## config.mk

```make
export PLATFORM = sky130hd
export DESIGN_NAME = byte_to_word_packer_flat
export DESIGN_NICKNAME = d
export VERILOG_FILES = /design/src/rtl/soc_stream_pkg.sv /design/src/rtl/byte_to_word_packer_if.sv /design/src/rtl/byte_to_word_packer_word_out_stage.sv /design/src/rtl/byte_to_word_packer.sv /design/src/flat_wrapper.sv
export SDC_FILE = /design/constraint.sdc
export NUM_CORES = 1
export LEC_CHECK = 0
export ABC_AREA = 1
export CAP_MARGIN = 40
export CELL_PAD_IN_SITES_DETAIL_PLACEMENT = 0
export CELL_PAD_IN_SITES_GLOBAL_PLACEMENT = 1
export CORE_UTILIZATION = 45
export DETAILED_ROUTE_END_ITERATION = 12
export HOLD_SLACK_MARGIN = 0.12
export PLACE_DENSITY = 0.95
export RECOVER_POWER = 25
export SYNTH_ARGS = -nofsm -noshare
export SYNTH_HDL_FRONTEND = slang
export SYNTH_SLANG_ARGS = --single-unit
```

## constraint.sdc

```tcl
create_clock -name clock -period 3.1 [get_ports clock]
set_input_delay 0.31 -clock clock [delete_from_list [all_inputs] [get_ports clock]]
set_output_delay 0.31 -clock clock [all_outputs]
set_load 0.05 [all_outputs]
```

## src/rtl/soc_stream_pkg.sv

```systemverilog
// -----------------------------------------------------------------------------
// soc_stream_pkg
// Shared definitions for the byte/word/block streaming family.
//   - bytes_per_word() / count_width(): size helpers for packers and
//     disassemblers (count_width covers the range 0..bytes inclusive).
//   - BYTES_PER_WORD: byte count of the default 32-bit word of 8-bit bytes.
//   - pack_state_e: accumulate / wait-to-flush state shared by the packer
//     and disassembler blocks.
// -----------------------------------------------------------------------------
package soc_stream_pkg;

  function automatic int bytes_per_word(input int wsize, input int bsize);
    return wsize / bsize;
  endfunction

  // One extra bit so that a full-word count (== bytes) is representable.
  function automatic int count_width(input int bytes);
    return $clog2(bytes) + 1;
  endfunction

  localparam int BYTES_PER_WORD = bytes_per_word(32, 8);

  typedef enum logic {
    ACCUM      = 1'b0,
    FLUSH_WAIT = 1'b1
  } pack_state_e;

endpackage

```

## src/rtl/byte_to_word_packer_if.sv

```systemverilog
// -----------------------------------------------------------------------------
// byte_to_word_packer_if
// Byte-in / word-out stream bundle for byte_to_word_packer.
//   byte_in        byte from upstream
//   byte_in_ready  upstream has a valid byte
//   pull_byte      packer takes byte_in this edge (when byte_in_ready)
//   flush          single-cycle request to emit the partial word
//   word_out       packed word, first byte in the MSBs
//   word_bytes     valid byte count of word_out
//   word_ready     word_out is valid
//   word_out_hold  downstream stall
// Modports: master = stream environment (source + sink), slave = packer.
// -----------------------------------------------------------------------------
interface byte_to_word_packer_if #(
  parameter int WSIZE = 32,
  parameter int BSIZE = 8
);
  import soc_stream_pkg::*;

  localparam int CW = count_width(bytes_per_word(WSIZE, BSIZE));

  logic [BSIZE-1:0] byte_in;
  logic             byte_in_ready;
  logic             pull_byte;
  logic             flush;
  logic [WSIZE-1:0] word_out;
  logic [CW-1:0]    word_bytes;
  logic             word_ready;
  logic             word_out_hold;

  modport master (
    output byte_in,
    output byte_in_ready,
    output flush,
    output word_out_hold,
    input  pull_byte,
    input  word_out,
    input  word_bytes,
    input  word_ready
  );

  modport slave (
    input  byte_in,
    input  byte_in_ready,
    input  flush,
    input  word_out_hold,
    output pull_byte,
    output word_out,
    output word_bytes,
    output word_ready
  );

endinterface

```

## src/rtl/byte_to_word_packer_word_out_stage.sv

```systemverilog
// -----------------------------------------------------------------------------
// word_out_stage
// Single-entry output register with ready/hold handshake.
//   clock, reset    rising-edge clock, async active-high reset
//   load            capture load_word/load_bytes this edge
//   load_word       word to capture
//   load_bytes      valid-byte count to capture
//   word_out_hold   downstream stall
//   word_out        registered word
//   word_bytes      registered byte count
//   word_ready      registered word is valid
//   out_free        stage is empty or draining this edge (safe to load)
// A transfer and a new load may share one edge, so the stage sustains one
// word per clock.
// -----------------------------------------------------------------------------
module word_out_stage #(
  parameter int W  = 32,
  parameter int CW = 3
) (
  input  logic          clock,
  input  logic          reset,
  input  logic          load,
  input  logic [W-1:0]  load_word,
  input  logic [CW-1:0] load_bytes,
  input  logic          word_out_hold,
  output logic [W-1:0]  word_out,
  output logic [CW-1:0] word_bytes,
  output logic          word_ready,
  output logic          out_free
);

  assign out_free = !word_ready || !word_out_hold;

  // Output register stage: data stays frozen while held.
  always_ff @(posedge clock or posedge reset) begin
    if (reset) begin
      word_out   <= '0;
      word_bytes <= '0;
      word_ready <= 1'b0;
    end else if (load) begin
      word_out   <= load_word;
      word_bytes <= load_bytes;
      word_ready <= 1'b1;
    end else if (!word_out_hold) begin
      word_ready <= 1'b0;
    end
  end

endmodule

```

## src/rtl/byte_to_word_packer.sv

```systemverilog
// -----------------------------------------------------------------------------
// byte_to_word_packer
// Packs a byte stream into WSIZE-bit words, first byte most significant, and
// presents each word on a ready/hold handshake. A flush emits the current
// partial word left-aligned and zero-padded, with its valid-byte count.
//   clock   rising-edge clock
//   reset   asynchronous, active-high; clears all state
//   bus     byte_to_word_packer_if.slave (byte side + word side)
// Parameters: WSIZE output word width (multiple of BSIZE, >= 2*BSIZE),
//             BSIZE input byte width.
// -----------------------------------------------------------------------------
module byte_to_word_packer #(
  parameter int WSIZE = 32,
  parameter int BSIZE = 8
) (
  input  logic                  clock,
  input  logic                  reset,
  byte_to_word_packer_if.slave  bus
);
  import soc_stream_pkg::*;

  localparam int              BYTES    = bytes_per_word(WSIZE, BSIZE);
  localparam int              CW       = count_width(BYTES);
  localparam logic [CW-1:0]   LAST_IDX = CW'(BYTES - 1);
  localparam logic [CW-1:0]   FULL_CNT = CW'(BYTES);

  // Move the n low-order bytes of the accumulator up to the MSBs, leaving
  // the unused low bytes zero.
  function automatic logic [WSIZE-1:0] align_partial(input logic [WSIZE-1:0] a,
                                                      input logic [CW-1:0]    n);
    logic [WSIZE-1:0] r;
    r = a;
    for (int i = 1; i < BYTES; i++) begin
      if (n == CW'(i)) r = a << ((BYTES - i) * BSIZE);
    end
    return r;
  endfunction

  pack_state_e      state, state_n;
  logic [WSIZE-1:0] acc, acc_n;
  logic [CW-1:0]    count, count_n;
  logic [WSIZE-1:0] shifted;
  logic [CW-1:0]    count_inc;
  logic             accept;
  logic             out_free;
  logic             load;
  logic [WSIZE-1:0] load_word;
  logic [CW-1:0]    load_bytes;
  logic [WSIZE-1:0] word_out_r;
  logic [CW-1:0]    word_bytes_r;
  logic             word_ready_r;

  assign shifted   = {acc[WSIZE-BSIZE-1:0], bus.byte_in};
  assign count_inc = count + CW'(1);

  // The accumulator can always take bytes below the last slot; the final
  // byte needs the output stage to be free because it bypasses acc.
  assign bus.pull_byte = !reset && (state == ACCUM) && ((count < LAST_IDX) || out_free);
  assign accept        = bus.byte_in_ready && bus.pull_byte;

  always_comb begin
    state_n    = state;
    acc_n      = acc;
    count_n    = count;
    load       = 1'b0;
    load_word  = '0;
    load_bytes = '0;
    case (state)
      ACCUM: begin
        if (accept && (count == LAST_IDX)) begin
          // Word completes: goes straight to the output stage. A flush in
          // the same cycle has nothing left to emit.
          load       = 1'b1;
          load_word  = shifted;
          load_bytes = FULL_CNT;
          acc_n      = '0;
          count_n    = '0;
        end else begin
          if (accept) begin
            acc_n   = shifted;
            count_n = count_inc;
          end
          // Same-cycle byte is folded in before the flush is evaluated.
          if (bus.flush && (count_n != '0)) begin
            if (out_free) begin
              load       = 1'b1;
              load_word  = align_partial(acc_n, count_n);
              load_bytes = count_n;
              acc_n      = '0;
              count_n    = '0;
            end else begin
              state_n = FLUSH_WAIT;
            end
          end
        end
      end
      FLUSH_WAIT: begin
        if (out_free) begin
          load       = 1'b1;
          load_word  = align_partial(acc, count);
          load_bytes = count;
          acc_n      = '0;
          count_n    = '0;
          state_n    = ACCUM;
        end
      end
      default: state_n = ACCUM;
    endcase
  end

  // Accumulator stage.
  always_ff @(posedge clock or posedge reset) begin
    if (reset) begin
      state <= ACCUM;
      acc   <= '0;
      count <= '0;
    end else begin
      state <= state_n;
      acc   <= acc_n;
      count <= count_n;
    end
  end

  // Output stage.
  word_out_stage #(
    .W  (WSIZE),
    .CW (CW)
  ) u_word_out_stage (
    .clock         (clock),
    .reset         (reset),
    .load          (load),
    .load_word     (load_word),
    .load_bytes    (load_bytes),
    .word_out_hold (bus.word_out_hold),
    .word_out      (word_out_r),
    .word_bytes    (word_bytes_r),
    .word_ready    (word_ready_r),
    .out_free      (out_free)
  );

  assign bus.word_out   = word_out_r;
  assign bus.word_bytes = word_bytes_r;
  assign bus.word_ready = word_ready_r;

endmodule
```

## src/flat_wrapper.sv

```systemverilog
// flat-port wrapper written by rule: the top's interface ports become plain ports
module byte_to_word_packer_flat import soc_stream_pkg::*;
#(
  parameter int WSIZE = 32,
  parameter int BSIZE = 8
)
  (clock, reset, bus_byte_in, bus_byte_in_ready, bus_flush, bus_word_out_hold, bus_pull_byte, bus_word_out, bus_word_bytes, bus_word_ready);
  byte_to_word_packer_if #(.WSIZE(WSIZE), .BSIZE(BSIZE)) bus_i ();
  input  logic clock;
  input  logic reset;
  input wire logic [$bits(bus_i.byte_in)-1:0] bus_byte_in;
  input wire logic [$bits(bus_i.byte_in_ready)-1:0] bus_byte_in_ready;
  input wire logic [$bits(bus_i.flush)-1:0] bus_flush;
  input wire logic [$bits(bus_i.word_out_hold)-1:0] bus_word_out_hold;
  output wire logic [$bits(bus_i.pull_byte)-1:0] bus_pull_byte;
  output wire logic [$bits(bus_i.word_out)-1:0] bus_word_out;
  output wire logic [$bits(bus_i.word_bytes)-1:0] bus_word_bytes;
  output wire logic [$bits(bus_i.word_ready)-1:0] bus_word_ready;
  assign bus_i.byte_in = bus_byte_in;
  assign bus_i.byte_in_ready = bus_byte_in_ready;
  assign bus_i.flush = bus_flush;
  assign bus_i.word_out_hold = bus_word_out_hold;
  assign bus_pull_byte = bus_i.pull_byte;
  assign bus_word_out = bus_i.word_out;
  assign bus_word_bytes = bus_i.word_bytes;
  assign bus_word_ready = bus_i.word_ready;
  byte_to_word_packer #(.WSIZE(WSIZE), .BSIZE(BSIZE)) u_core (.clock(clock), .reset(reset), .bus(bus_i));
endmodule
```

==> flow_summary.ini, run 1 <==
[run_status]
result_of_the_run = finished clean

[placed_design]
gp_routability_congestion = 0.9174
postPlaceCellArea_mm2 = 0.005645
place.port_buffers = 49
place_hpwl_um = 12570
numPlacedInstances = 905
dpl_worst_slack_ps = 412.1

[timing]
hold-worst-slack_ps = 492.2
max_freq_ghz = 0.3650
rsz_0062_raised_after_global_routing = false
final-hold-violation-count = 0
finalCriticalPeriod_ps = 2740
tightest_slew_ps = 1273
finalClockSkew_ps = 9.429
timing.slew.headroom_pct = 15.06
final.period_utilization_pct = 88.38
setup_violations = 0
tns_ps = 0
timing_max_transition_violations_final = 0
final.setup.worst_slack_ps = 360.4

[critical_path]
crit_slowest_cell = clkdlybuf4s50_1
critical_path.max_fanout = 15
crit_path_cell_trace = nor2_4 > a21boi_0 > clkdlybuf4s50_1
arrival_ps = 2430
crit_path_max_incr_delay_ps = 860
timing.critical_path.buf_inv = 1
endpoint_kind = output port
critical_path_required_ps = 2790
reg2regPathDepth = 10
critical_path.startpoint_type = flip-flop
cpLargestDelayFamily = buffers and inverters
setup.worst_path.class = flip-flop to output port
worstSetupPathDepth = 3

[grt]
global_route_total_usage_across_every_layer_pct = 33.62
grt_pass1_wl_um = 28880
grt_max_degree = 53
grt_pass1_vias = 5266
grt_antenna_before_repair = 0
gr-total-overflow = 0

[cells_and_area]
area_of_combinational_cells_with_multiple_inputs_mm2 = 0.002713
num_antenna_cells = 0
post-route-cell-area_mm2 = 0.005803
layout-drive-gt1-share_pct = 9.347
flow.area_growth_from_synthesis_pct = 15.23
area_taken_by_flip_flops_and_latches_mm2 = 0.001802
filler_cell_count = 1111
post-route-util_pct = 53.30
nets = 793
final-instance-count-excl-fill = 921

[clock_network]
numClockSinks = 72
clk_root_buffer_cell = clkbuf_8
clock_insertion_delay_worst_skew_ps = 380
cts_buffer_depth = 2
post_cts_buffers = 0
cts.htree.levels = 3
cts_buffers = 9
cts_hold_repair.buffers = 0
cts_tree = done
cts_repair_resize_count = 0
clkTransAtPathRegs_ps = 70

[logic_synthesis]
yosys_warnings = 0
synthesized_netlist_cell_count = 734
ys_ff_latch = 72
ys.flop_type = dfrtp_1
most_repeated_cell_in_the_gate_level_netlist_after_synthesis = nand2_1
synth_common_cells = 144 x nand2_1, 100 x nor2_1, 88 x o21ai_0
leading_post_synthesis_cells_by_cell_area = dfrtp_1 36%, nand2_1 11%, o21ai_0 8.7%
syn-mean-instance-area_um2 = 6.861
synth-edff-count = 0
yosys.area.top_type_share_pct = 35.78
synthesis.nets = 751
synthDistinctLibCells = 31
synth_top_area_cell = dfrtp_1
synth_seq_area_share_pct = 35.78
syn-cell-area_mm2 = 0.005036
async_flop_share_pct = 100.0

[run]
cap_violations = 0

[die]
die_y_um = 107.8
core_region_area_mm2 = 0.01089
die-area_mm2 = 0.01162
num_io_pins = 50
placementRows = 38
floorplan.initialDensity_pct = 46.25
die_width_um = 107.8

[power_and_ir_drop]
vdd.ir_drop.worst_uv = 589.4
power_leakage_nw = 2.781
p_per_area_mw_per_mm2 = 1156
finalPower_mw = 6.706

[drt]
dr_total_vias = 5526
drt_first_iter_violations = 561
dr_wl_met2_um = 8510
top_layer_used = met4
route.final.wire_length_um = 18640
drt_pass1_iterations = 5
drt-met1-wl_um = 7688
ant_nets = 0
post_drt_via_cell_ratio = 6.000
drcViolationCount = 0
routed_length_on_met3_um = 1824
drt-wirelength-per-cell_um = 20.24

[worst_hold_path]
worst_hold_path.num_cells = 2
hp-class = flip-flop to flip-flop
worst min-delay path, stage by stage, from the launching register on:
cell     delay, ps
dfrtp_1        350
nand2_1         50
o31ai_1         50
cell families (layout without fill, tap and decap cells):
kind of cell	Yosys count	in the layout	synth area share, %
buf+inv	115	162	10.36
flops	72	72	35.78
compound gates	168	168	18.26
fa+ha+maj	4	4	0.9938
simple gates	375	375	34.61
final cells by class:
cell class / count / area share (%)
flip-flops and latches: 72 / 31.05
clock buffers: 10 / 2.372
multi-input cells: 547 / 46.74
repair buffers: 72 / 11.38
well taps: 140 / 3.019
clock inverters: 6 / 0.6037
inverters: 74 / 4.830
worst paths after layout:
| check | start | endpoint | slack (ps) |
|---|---|---|---|
| hold / removal | u_core.acc[27]$_DFFE_PP0P_ | u_core.acc[27]$_DFFE_PP0P_ | 490 |
| setup / recovery | u_core.state$_DFF_PP0_ | bus_pull_byte | 360 |
| setup reg to reg | u_core.state$_DFF_PP0_ | u_core.u_word_out_stage.word_out[2]$_DFFE_PP0P_ | 600 |
| min in group asynchronous | reset | u_core.count[2]$_DFFE_PP0P_ | 790 |
| hold reg to reg | u_core.acc[27]$_DFFE_PP0P_ | u_core.acc[27]$_DFFE_PP0P_ | 490 |
| max in group asynchronous | reset | u_core.u_word_out_stage.word_out[10]$_DFFE_PP0P_ | 610 |
state kept, by name, indices dropped and copies added (netlist names):
| signal | cells |
|---|---|
| u_core.state | 1 |
| u_core.u_word_out_stage.word_bytes | 3 |
| u_core.count | 3 |
| u_core.u_word_out_stage.word_out | 32 |
| u_core.acc | 32 |
| u_core.u_word_out_stage.word_ready | 1 |
placed cells by master, fill, tap and decap left out:
master           Yosys  final
clkinv_2             0      4
a31oi_1              8      8
nor2_2               2      2
nand3_1             84     84
inv_4                1      1
o22ai_1             19     19
nor2_4               3      3
o21ai_1              8      8
dlygate4sd3_1        0      1
a21boi_0             2      2
o211ai_1             2      2
o21ai_0             88     88
dfrtp_1             72     72
clkinvlp_4           0      2
clkbuf_8             0     10
inv_2                8      8
nand3_2              2      2
buf_4                6     22
a21oi_1             27     27
nor2_1             100    100
inv_1               63     63
a211oi_1             6      6
clkdlybuf4s50_1      0     48
nand2_1            144    144
nand2_2              7      7
nand3_4              4      4
clkbuf_2             0      1
clkinv_1             2      2
ha_1                 4      4
nand2_4              6      6
nand4_4              1      1
nand4_1             22     22
o31ai_1              8      8
power by group:
group / internal (mW) / switching, mW
logic: 1.24 / 3.11
registers: 1.35 / 0.298
clock network: 0.306 / 0.402
total: 2.90 / 3.81
layer usage:
metal	global-route usage, %	up-vias
met5	0	-
met4	15.56	0
met3	6.053	56
met2	52.79	308
met1	44.80	2618
li1	-	2544
Note: power is estimated with default switching activity, not from simulation.
==> run 2, diff against run 1 <==
--- a/config.mk
+++ b/config.mk
@@ -6,6 +6,7 @@
 export NUM_CORES = 1
 export LEC_CHECK = 0
 export ABC_AREA = 1
+export ABC_CLOCK_PERIOD_IN_PS = 3100
 export CAP_MARGIN = 40
 export CELL_PAD_IN_SITES_DETAIL_PLACEMENT = 0
 export CELL_PAD_IN_SITES_GLOBAL_PLACEMENT = 1
==> results of run 2 <==
Same layout as run 1: the final DEF is identical, and so are final timing and power.
==> run 3, diff against run 2 <==
--- a/config.mk
+++ b/config.mk
@@ -14,7 +14,6 @@
 export DETAILED_ROUTE_END_ITERATION = 12
 export HOLD_SLACK_MARGIN = 0.12
 export PLACE_DENSITY = 0.95
-export RECOVER_POWER = 25
 export SYNTH_ARGS = -nofsm -noshare
 export SYNTH_HDL_FRONTEND = slang
 export SYNTH_SLANG_ARGS = --single-unit
==> run 3 against run 2 <==
  * Flip-flop and latch count unchanged
  * Combinational power about the same
  * Clock skew down 1.9 ps
  * Die area unchanged
  * Worst setup slack better by 3.7 ps
  * Critical path depth unchanged
  * Maximum frequency up 0.13%
  * Critical endpoint unchanged
  * Largest power group unchanged
==> flow_summary.ini, run 3 (synthesis results as in run 1) <==
[run_status]
result_of_the_run = finished clean

[critical_path]
critical_path.startpoint_type = flip-flop
critical_path_required_ps = 2790
setup.worst_path.class = flip-flop to output port
critical_path.max_fanout = 15
arrival_ps = 2430
endpoint_kind = output port

[grt]
gr-total-overflow = 0
grt_pass1_wl_um = 28880
grt_max_degree = 53
global_route_total_usage_across_every_layer_pct = 33.62
grt_pass1_vias = 5266
grt_antenna_before_repair = 0

[timing]
timing.slew.headroom_pct = 51.27
setup_violations = 0
tightest_slew_ps = 729.8
timing_max_transition_violations_final = 0
final-hold-violation-count = 0
finalClockSkew_ps = 7.498
final.setup.worst_slack_ps = 364.0
final.period_utilization_pct = 88.26
max_freq_ghz = 0.3655
finalCriticalPeriod_ps = 2736
tns_ps = 0
rsz_0062_raised_after_global_routing = false

[drt]
drt_first_iter_violations = 561
dr_total_vias = 5565
post_drt_via_cell_ratio = 6.042
ant_nets = 0
drcViolationCount = 0
drt_pass1_iterations = 5
drt-wirelength-per-cell_um = 20.21
route.final.wire_length_um = 18610

[cells_and_area]
filler_cell_count = 1109
reg.largest.list = u_core.acc x32, u_core.u_word_out_stage.word_out x32
flow.area_growth_from_synthesis_pct = 15.53
layout-drive-gt1-share_pct = 9.475
nets = 793
layout.cells.most_common = nand2_1
layout.cells.most_common_list = 144 x nand2_1, 100 x nor2_1, 88 x o21ai_0
num_antenna_cells = 0

[clock_network]
cts_repair_resize_count = 0
cts.htree.levels = 3
cts_buffers = 9
cts_hold_repair.buffers = 0
post_cts_buffers = 0
numClockSinks = 72
cts_buffer_depth = 2
clock_insertion_delay_worst_skew_ps = 380
clk_root_buffer_cell = clkbuf_8
cts_tree = done
clkTransAtPathRegs_ps = 80

[die]
core_region_area_mm2 = 0.01089
placementRows = 38
die-area_mm2 = 0.01162
floorplan.initialDensity_pct = 46.25
die_width_um = 107.8
die_y_um = 107.8
num_io_pins = 50

[power_and_ir_drop]
switching_share_pct = 56.76
clock_network_power_share_pct = 10.5
finalPower_mw = 6.705
intPower_mw = 2.900
p_per_area_mw_per_mm2 = 1153
vdd.ir_drop.worst_uv = 589.3
seq_pwr_share_pct = 24.6
power_leakage_nw = 2.785
pwr-share-comb_pct = 64.9
total_switching_power_mw = 3.806

[placed_design]
place.port_buffers = 49
gp_routability_congestion = 0.9174
place_hpwl_um = 12570
dpl_worst_slack_ps = 412.1

[worst_hold_path]
hp-class = input port to async pin

[run]
cap_violations = 0
==> run 3: layout make-up <==
class	instances	area, um^2	share of cell area, %
Tap cell	140	175.2	3.011
Inverter	74	280.3	4.817
Multi-Input combinational cell	547	2713	46.62
Clock inverter	6	35.03	0.6022
Timing Repair Buffer	72	675.6	11.61
Clock buffer	10	137.6	2.366
Sequential cell	72	1802	30.97
==> run 3: layer usage <==
metal  GRT usage, %  wire length [um]  vias to the layer above
met4          15.56               628                        0
met1          44.80              7543                     2596
met2          52.79              8425                      365
li1               -                 -                     2550
met5              0                 0                        -
met3          6.053              2014                       54
==> run 3: power groups by stage <==
stage / registers, mW / clock network [mW] / logic [mW]
after floorplan: 2.41 / 0 / 2.14
after global placement: 1.65 / 0 / 4.22
after detailed placement: 1.66 / 0 / 4.25
after CTS: 1.65 / 0.714 / 4.27
after global routing: 1.69 / 0.742 / 4.66
final: 1.65 / 0.707 / 4.35
==> run 3: worst max-delay path, cell delays in order, from the launching register on <==
cell	delay, ps
dfrtp_1	510
nor2_4	360
a21boi_0	310
clkdlybuf4s50_1	860
==> run 3: path summary, 6_finish.rpt <==
check                                            from                                               to  slack [ps]  depth (start not counted)
setup / recovery               u_core.state$_DFF_PP0_                                    bus_pull_byte         360                          3
hold / removal                                  reset                      u_core.count[2]$_DFFE_PP0P_         460                          2
setup reg to reg               u_core.state$_DFF_PP0_  u_core.u_word_out_stage.word_out[2]$_DFFE_PP0P_         600                         10
hold reg to reg            u_core.acc[27]$_DFFE_PP0P_                       u_core.acc[27]$_DFFE_PP0P_         490                          2
max in group asynchronous                       reset                        u_core.acc[5]$_DFFE_PP0P_        1960                          3
min in group clock         u_core.acc[27]$_DFFE_PP0P_                       u_core.acc[27]$_DFFE_PP0P_         490                          2
==> run 3: per-stage QoR <==
stage / hold WS, ps / util (%) / instance area, um^2 / std cells
finish: 456.6 / 53.44 / 5818 / 921
global route: 527.6 / 53.44 / 5818 / 921
CTS: 481.2 / 53.44 / 5818 / 921
detailed placement: 472.1 / 51.85 / 5645 / 905
global placement: 467.3 / 51.85 / 5645 / 905
floorplan: 451.7 / - / 5036 / 734
